## config.mk

```make
export PLATFORM = sky130hd
export DESIGN_NAME = hb_mac_seq
export DESIGN_NICKNAME = d
export VERILOG_FILES = /design/src/rtl/hb_mac_seq.sv
export SDC_FILE = /design/constraint.sdc
export NUM_CORES = 1
export LEC_CHECK = 0
export ABC_CLOCK_PERIOD_IN_PS = 7500
export CAP_MARGIN = 0
export CORE_MARGIN = 2
export CORE_UTILIZATION = 40
export CTS_BUF_LIST = sky130_fd_sc_hd__clkbuf_4 sky130_fd_sc_hd__clkbuf_8
export CTS_CLUSTER_SIZE = 24
export DETAILED_ROUTE_END_ITERATION = 10
export PLACE_DENSITY = 0.57
export SLEW_MARGIN = 40
export SYNTH_ARGS = -nofsm -noshare
export SYNTH_HDL_FRONTEND = slang
export SYNTH_SLANG_ARGS = --single-unit
export TNS_END_PERCENT = 20
```

## constraint.sdc

```tcl
create_clock -name clock -period 7.5 [get_ports clock]
set_clock_uncertainty 0.1 [all_clocks]
set_input_delay 1.5 -clock clock [delete_from_list [all_inputs] [get_ports clock]]
set_output_delay 1.5 -clock clock [all_outputs]
set_load 0.005 [all_outputs]
```

## src/rtl/hb_mac_seq.sv

```systemverilog
`default_nettype none
// hb_mac_seq: issues NTAPS sample/coef reads per strobe and feeds registered products to an accumulator.
// Optional `HB_MAC_OVERRUN_EN adds a sticky overrun flag for strobes lost while busy.  Rev 1.0
module hb_mac_seq #(
  parameter int NTAPS = 8
) (
  input  logic        clock,
  input  logic        reset,
  input  logic        strobe_in,
  output logic        rd_en,
  output logic [3:0]  tap_addr,
  input  logic [15:0] data_in,
  input  logic [14:0] coef_in,
  output logic        clear,
  output logic        enable_out,
  output logic [30:0] addend,
  output logic        strobe_out,
  output logic        busy,
  output logic        overrun
);

  localparam logic [3:0] LAST_TAP = 4'(NTAPS - 1);

  typedef enum logic [1:0] {
    IDLE  = 2'd0,
    RUN   = 2'd1,
    DRAIN = 2'd2
  } state_t;

  state_t      state_q, state_d;
  logic [3:0]  tap_q, tap_d;

  logic        vld1_q, first1_q, last1_q;
  logic        vld2_q, first2_q, last2_q;
  logic        strobe_q;
  logic [30:0] addend_q;

  logic signed [30:0] data_ext, coef_ext, product;

  assign rd_en    = (state_q == RUN);
  assign tap_addr = tap_q;
  assign busy     = (state_q != IDLE);

  always_ff @(posedge clock) begin
    if (reset) begin
      state_q <= IDLE;
      tap_q   <= '0;
    end else begin
      state_q <= state_d;
      tap_q   <= tap_d;
    end
  end

  // DRAIN waits until the final addend is on the bus before releasing busy.
  always_comb begin
    state_d = state_q;
    tap_d   = tap_q;
    case (state_q)
      IDLE: begin
        if (strobe_in) begin
          state_d = RUN;
          tap_d   = '0;
        end
      end
      RUN: begin
        if (tap_q == LAST_TAP) begin
          state_d = DRAIN;
        end else begin
          tap_d = tap_q + 4'd1;
        end
      end
      DRAIN: begin
        if (last2_q) begin
          state_d = IDLE;
        end
      end
      default: state_d = IDLE;
    endcase
  end

  assign data_ext = {{15{data_in[15]}}, data_in};
  assign coef_ext = {{16{coef_in[14]}}, coef_in};
  assign product  = data_ext * coef_ext;

  // Stage 1 marks the cycle RAM data is valid; stage 2 is the addend cycle.
  always_ff @(posedge clock) begin
    if (reset) begin
      vld1_q   <= 1'b0;
      first1_q <= 1'b0;
      last1_q  <= 1'b0;
      vld2_q   <= 1'b0;
      first2_q <= 1'b0;
      last2_q  <= 1'b0;
      strobe_q <= 1'b0;
      addend_q <= '0;
    end else begin
      vld1_q   <= rd_en;
      first1_q <= rd_en && (tap_q == 4'd0);
      last1_q  <= rd_en && (tap_q == LAST_TAP);
      vld2_q   <= vld1_q;
      first2_q <= first1_q;
      last2_q  <= last1_q;
      strobe_q <= last2_q;
      addend_q <= vld1_q ? product : '0;
    end
  end

  assign clear      = first2_q;
  assign enable_out = vld2_q;
  assign addend     = addend_q;
  assign strobe_out = strobe_q;

`ifdef HB_MAC_OVERRUN_EN
  logic overrun_q;

  always_ff @(posedge clock) begin
    if (reset) begin
      overrun_q <= 1'b0;
    end else if (strobe_in && busy) begin
      overrun_q <= 1'b1;
    end
  end

  assign overrun = overrun_q;
`else
  assign overrun = 1'b0;
`endif

endmodule
`default_nettype wire
```

# Yosys cells after proc, flatten, opt, wreduce, memory -nomap -nowiden
# Cells that the tools add are included.
word_totals:
  latchBits: 0
  regBits: 44
  n_memories: 0
  romBits: 0
  input_bits: 34
  output_inout_bits: 41
  ram_bits: 0
classes:
  shift: 0
  div_mod_pow: 0
  add_sub_neg: 1
  order_cmp: 0
  mux: 7
  eq_ne: 7
  multipliers: 1
  bitwise_logic: 1
  reduce_logical: 9
ops:
  columns: ["op", "count"]
  rows:
  - ["$mul 16x15->31", 1]
  - ["$mux 4", 2]
  - ["$pmux 4 s2", 1]
  - ["$mux 2", 3]
  - ["$ne 2x2->1 const B", 3]
  - ["$pmux 2 s3", 1]
  - ["$reduce_and 3->1", 2]
  - ["$add 4x1->4 const B", 1]
  - ["$eq 4x3->1 const B", 1]
  - ["$logic_not 4->1", 1]
  - ["$reduce_bool 2->1", 2]
  - ["$eq 2x1->1 const B", 1]
  - ["$eq 2x2->1 const B", 1]
  - ["$logic_and 1x1->1", 2]
  - ["$logic_not 2->1", 1]
  - ["$ne 2x1->1 const B", 1]
  - ["$reduce_or 2->1", 1]
  - ["$not 1->1", 1]

# Longest topological paths before layout
depth:
  word_depth: 3
  depth_mapped: 23

# Worst setup path before layout
# No wires, ideal clock.
synth_path:
  path_kind: "input to register"
  startpoint: "input port coef_in[0]"
  endpoint: "register addend_q[28] (netlist: addend[28])"
  setup_ns: 0.130
  path_slack_ns: 0.573
  stages: 19
  arrival_time_ns: 6.697
  cell_sequence: "clkbuf_1 > nand2_1 > inv_1 > fa_1 > fa_1 > inv_1 > fa_1 > fa_1 > fa_1 > fa_1 > inv_1 > ha_1 > clkbuf_1 > nor3b_1 > o21a_1 > a31o_1 > o221a_1 > nor3_1 > nor3_2"
synth_between:
  elab_chain_len: 1
synth_rtl:
  columns: ["element", "line_no", "rtl"]
  rows:
  - ["start, declared", "13", "input logic [14:0] coef_in,"]
  - ["$mul 16x15->31", "83", "assign product = data_ext * coef_ext;"]
  - ["end signal, assigned", "104", "addend_q <= vld1_q ? product : '0;"]
  - ["end, declared", "36", "logic [30:0] addend_q;"]
# Every way passes these cells.
# A chain may end at the register's enable or synchronous reset.

# Worst setup path in the final report
layout_path:
  startpoint: "input port coef_in[3]"
  endpoint: "register addend_q[28] (netlist: addend[28])"
# Same word-level chain as after synthesis.

==> results_dict.tcl <==
set metrics [dict create \
    status "finished clean" \
    final_antenna_net_count 0 \
    cts_hold_buf 0 \
    die_w_um 165 \
    grt_remaining_overflow 0 \
    vias 7674 \
    drive_gt1_share_pct 8.05 \
    grt_pass1_vias 8185 \
    htree_num_levels 2 \
    cts_tree "done" \
    cts_setup_buffers 0 \
    criticalPathCategory "input port to flop" \
    layout_common_cells "inv_1, fa_1, nand2_1" \
    io_buffers 73 \
    synth_compound_area_share_pct 4.89 \
    synthSimpleGateAreaFrac_pct 16.5 \
    firstDrtPassIters 5 \
    nets 1634 \
    maxClockFrequency_ghz 0.138 \
    grt.total_usage_pct 18.6 \
    place_ws_ns -0.0866 \
    clockBufferDepth 2 \
    synthAdderAreaFrac_pct 55.6 \
    via_per_inst 4.75 \
    max_stage_delay_ns 0.58 \
    hpwl_um 21200 \
    crit_arrival_ns 7.32 \
    cts-root-buf "clkbuf_8" \
    hold_path_class "flop to flop" \
    maxCapViolations 0 \
    cts_resized 0 \
    place.gp.congestion 0.839 \
    synth_fp_nets 1503 \
    initial_core_util_pct 40.4 \
    ys_ff_latch 44 \
    setup-tns-final_ns 0 \
    clk_latency_ns 0.30 \
    netlist_area_um2 10400 \
    ys_types 46 \
    antenna_cells 0 \
    area_growth_pct 17.3 \
    post-route-min-period_ns 7.22 \
    final_common_cell "inv_1" \
    antenna_found_initial 0 \
    crit_path_cell_trace "clkdlybuf4s50_1 > and2_1 > fa_1 > inv_1 > fa_1 > inv_1 > fa_1 > inv_1 > fa_1 > inv_1 > fa_1 > inv_1 > fa_1 > inv_1 > ha_1 > a21o_1 > a221oi_2 > o2111ai_2 > a31o_1 > o221a_1 > nor3_1 > nor3_2" \
    synth_top_family_by_area "adder cells" \
    synth_mux_area_share_pct 0.0962 \
    finalSetupViolCount 0 \
    grt_setup_unrepaired "false" \
    timing.hold.ws_ns 0.341 \
    wl_um 23300 \
    final_core_util_pct 47.4 \
    finalMaxSlewViolations 0 \
    wire_per_inst_um 14.5 \
    cts_made_buffers 5 \
    synthXorXnorAreaFrac_pct 2.53 \
    period_share_pct 96.3 \
    postSynthAreaPerCell_um2 9.06 \
    drt_iter0_markers 295 \
    start_kind "input port" \
    rows 59 \
    crit_required_ns 7.59 \
    clock-sinks 44 \
    slowest_stage "clkdlybuf4s50_1" \
    fin_ws_ns 0.277 \
    critPathMaxFanout 7 \
    grt_pass1_wl_um 39900 \
    synth_cells 1148 \
    die_h_um 165 \
    slew_headroom_pct 65.1 \
    ys_seq_area_share_pct 8.47 \
    synth_warnings 0 \
    drc 0 \
    clkTransAtPathRegs_ns 0.09 \
    endpoint_kind "flop" \
    worst_slew_pin_slew_ns 0.522 \
    core_area_um2 25800 \
    floorplan.die_area_um2 27300 \
    io_pins 75 \
    hold_violations 0 \
    grt_start_max_net_pins 26 \
]
## layer usage
layer	wire (um)	vias up	track usage, %
met4	399	0	3.56
met2	13000	101	35.6
met1	9350	3924	22.6
met5	0	-	0
li1	-	3621	-
met3	626	28	1.82
## final timing paths
check                           start                  endpoint  slack, ns  cells past startpoint
max                        coef_in[3]     addend[28]$_SDFF_PP0_       0.28                     22
min               first1_q$_SDFF_PP0_          clear$_SDFF_PP0_       0.34                      1
max reg2reg  tap_addr[0]$_SDFFE_PP0P_  tap_addr[3]$_SDFFE_PP0P_       5.83                      8
min reg2reg       first1_q$_SDFF_PP0_          clear$_SDFF_PP0_       0.34                      1
## layout make-up
cell class                 instances  area (um^2)
clock inverter                     3         42.5
multi-input combinational        776         8290
inverter                         290         1090
sequential                        44          881
tap                              335          419
clock buffer                       5         68.8
fill                            2511        13600
timing repair buffer             162         1420
## Yosys cell counts (all sizes together)
cell	count	area, um^2
a41oi	2	17.5
nand3	8	40.0
a2111o	1	11.3
inv	289	1080
dfxtp	44	881
ha	86	1080
nor4	1	6.26
buf	2	18.8
nand2b	14	87.6
a211o	1	8.76
o21bai	1	7.51
nand2	126	473
o211ai	3	22.5
a221oi	1	15.0
o2111ai	4	41.3
conb	1	3.75
a21boi	1	7.51
clkinv	1	3.75
xor2	13	114
and2	120	751
o21ai	16	80.1
nor3b	3	22.5
and3	5	31.3
clkbuf	36	135
or2	1	6.26
a21o	8	60.1
nor2b	3	18.8
a21oi	24	120
o211a	1	10.0
nor2	47	176
o22ai	1	6.26
o21a	6	45.0
nor3	16	90.1
a211oi	2	15.0
fa	235	4700
o221a	1	11.3
nand4	2	12.5
a31o	1	8.76
mux2i	1	10.0
xnor2	17	149
a22oi	2	15.0
a31oi	1	6.26
## critical path, delay by kind of cell
family / cells / cell delay (ns)
buffers and inverters: 7 / 0.88
adders and majority gates: 7 / 3.20
and+or+nand+nor: 3 / 0.52
AOI/OAI and AO/OA: 5 / 1.21
## sequential cells by signal, summed over array words and instances, names as in the netlist
register    cells
last2_q         1
vld1_q          1
enable_out      1
last1_q         1
addend         31
state_q         2
strobe_out      1
first1_q        1
tap_addr        4
clear           1
## through the flow
step,area [um^2],instances
5_1_grt,12200,1615
3_3_place_gp,12100,1607
6_report,12200,1615
4_1_cts,12200,1615
2_1_floorplan,10400,1148
3_5_place_dp,12100,1607
## cell families after synthesis
logic type	Yosys count
AND/OR/NAND/NOR	346
flip-flops	44
buffers and inverters	328
multiplexers	1
XOR/XNOR	30
adder cells (fa/ha/maj)	321
AO/OA/AOI/OAI	77
other	1
Power is left out: the tool's default activity adds up to more than one toggle a clock period on the data nets, which glitch-free logic cannot reach.
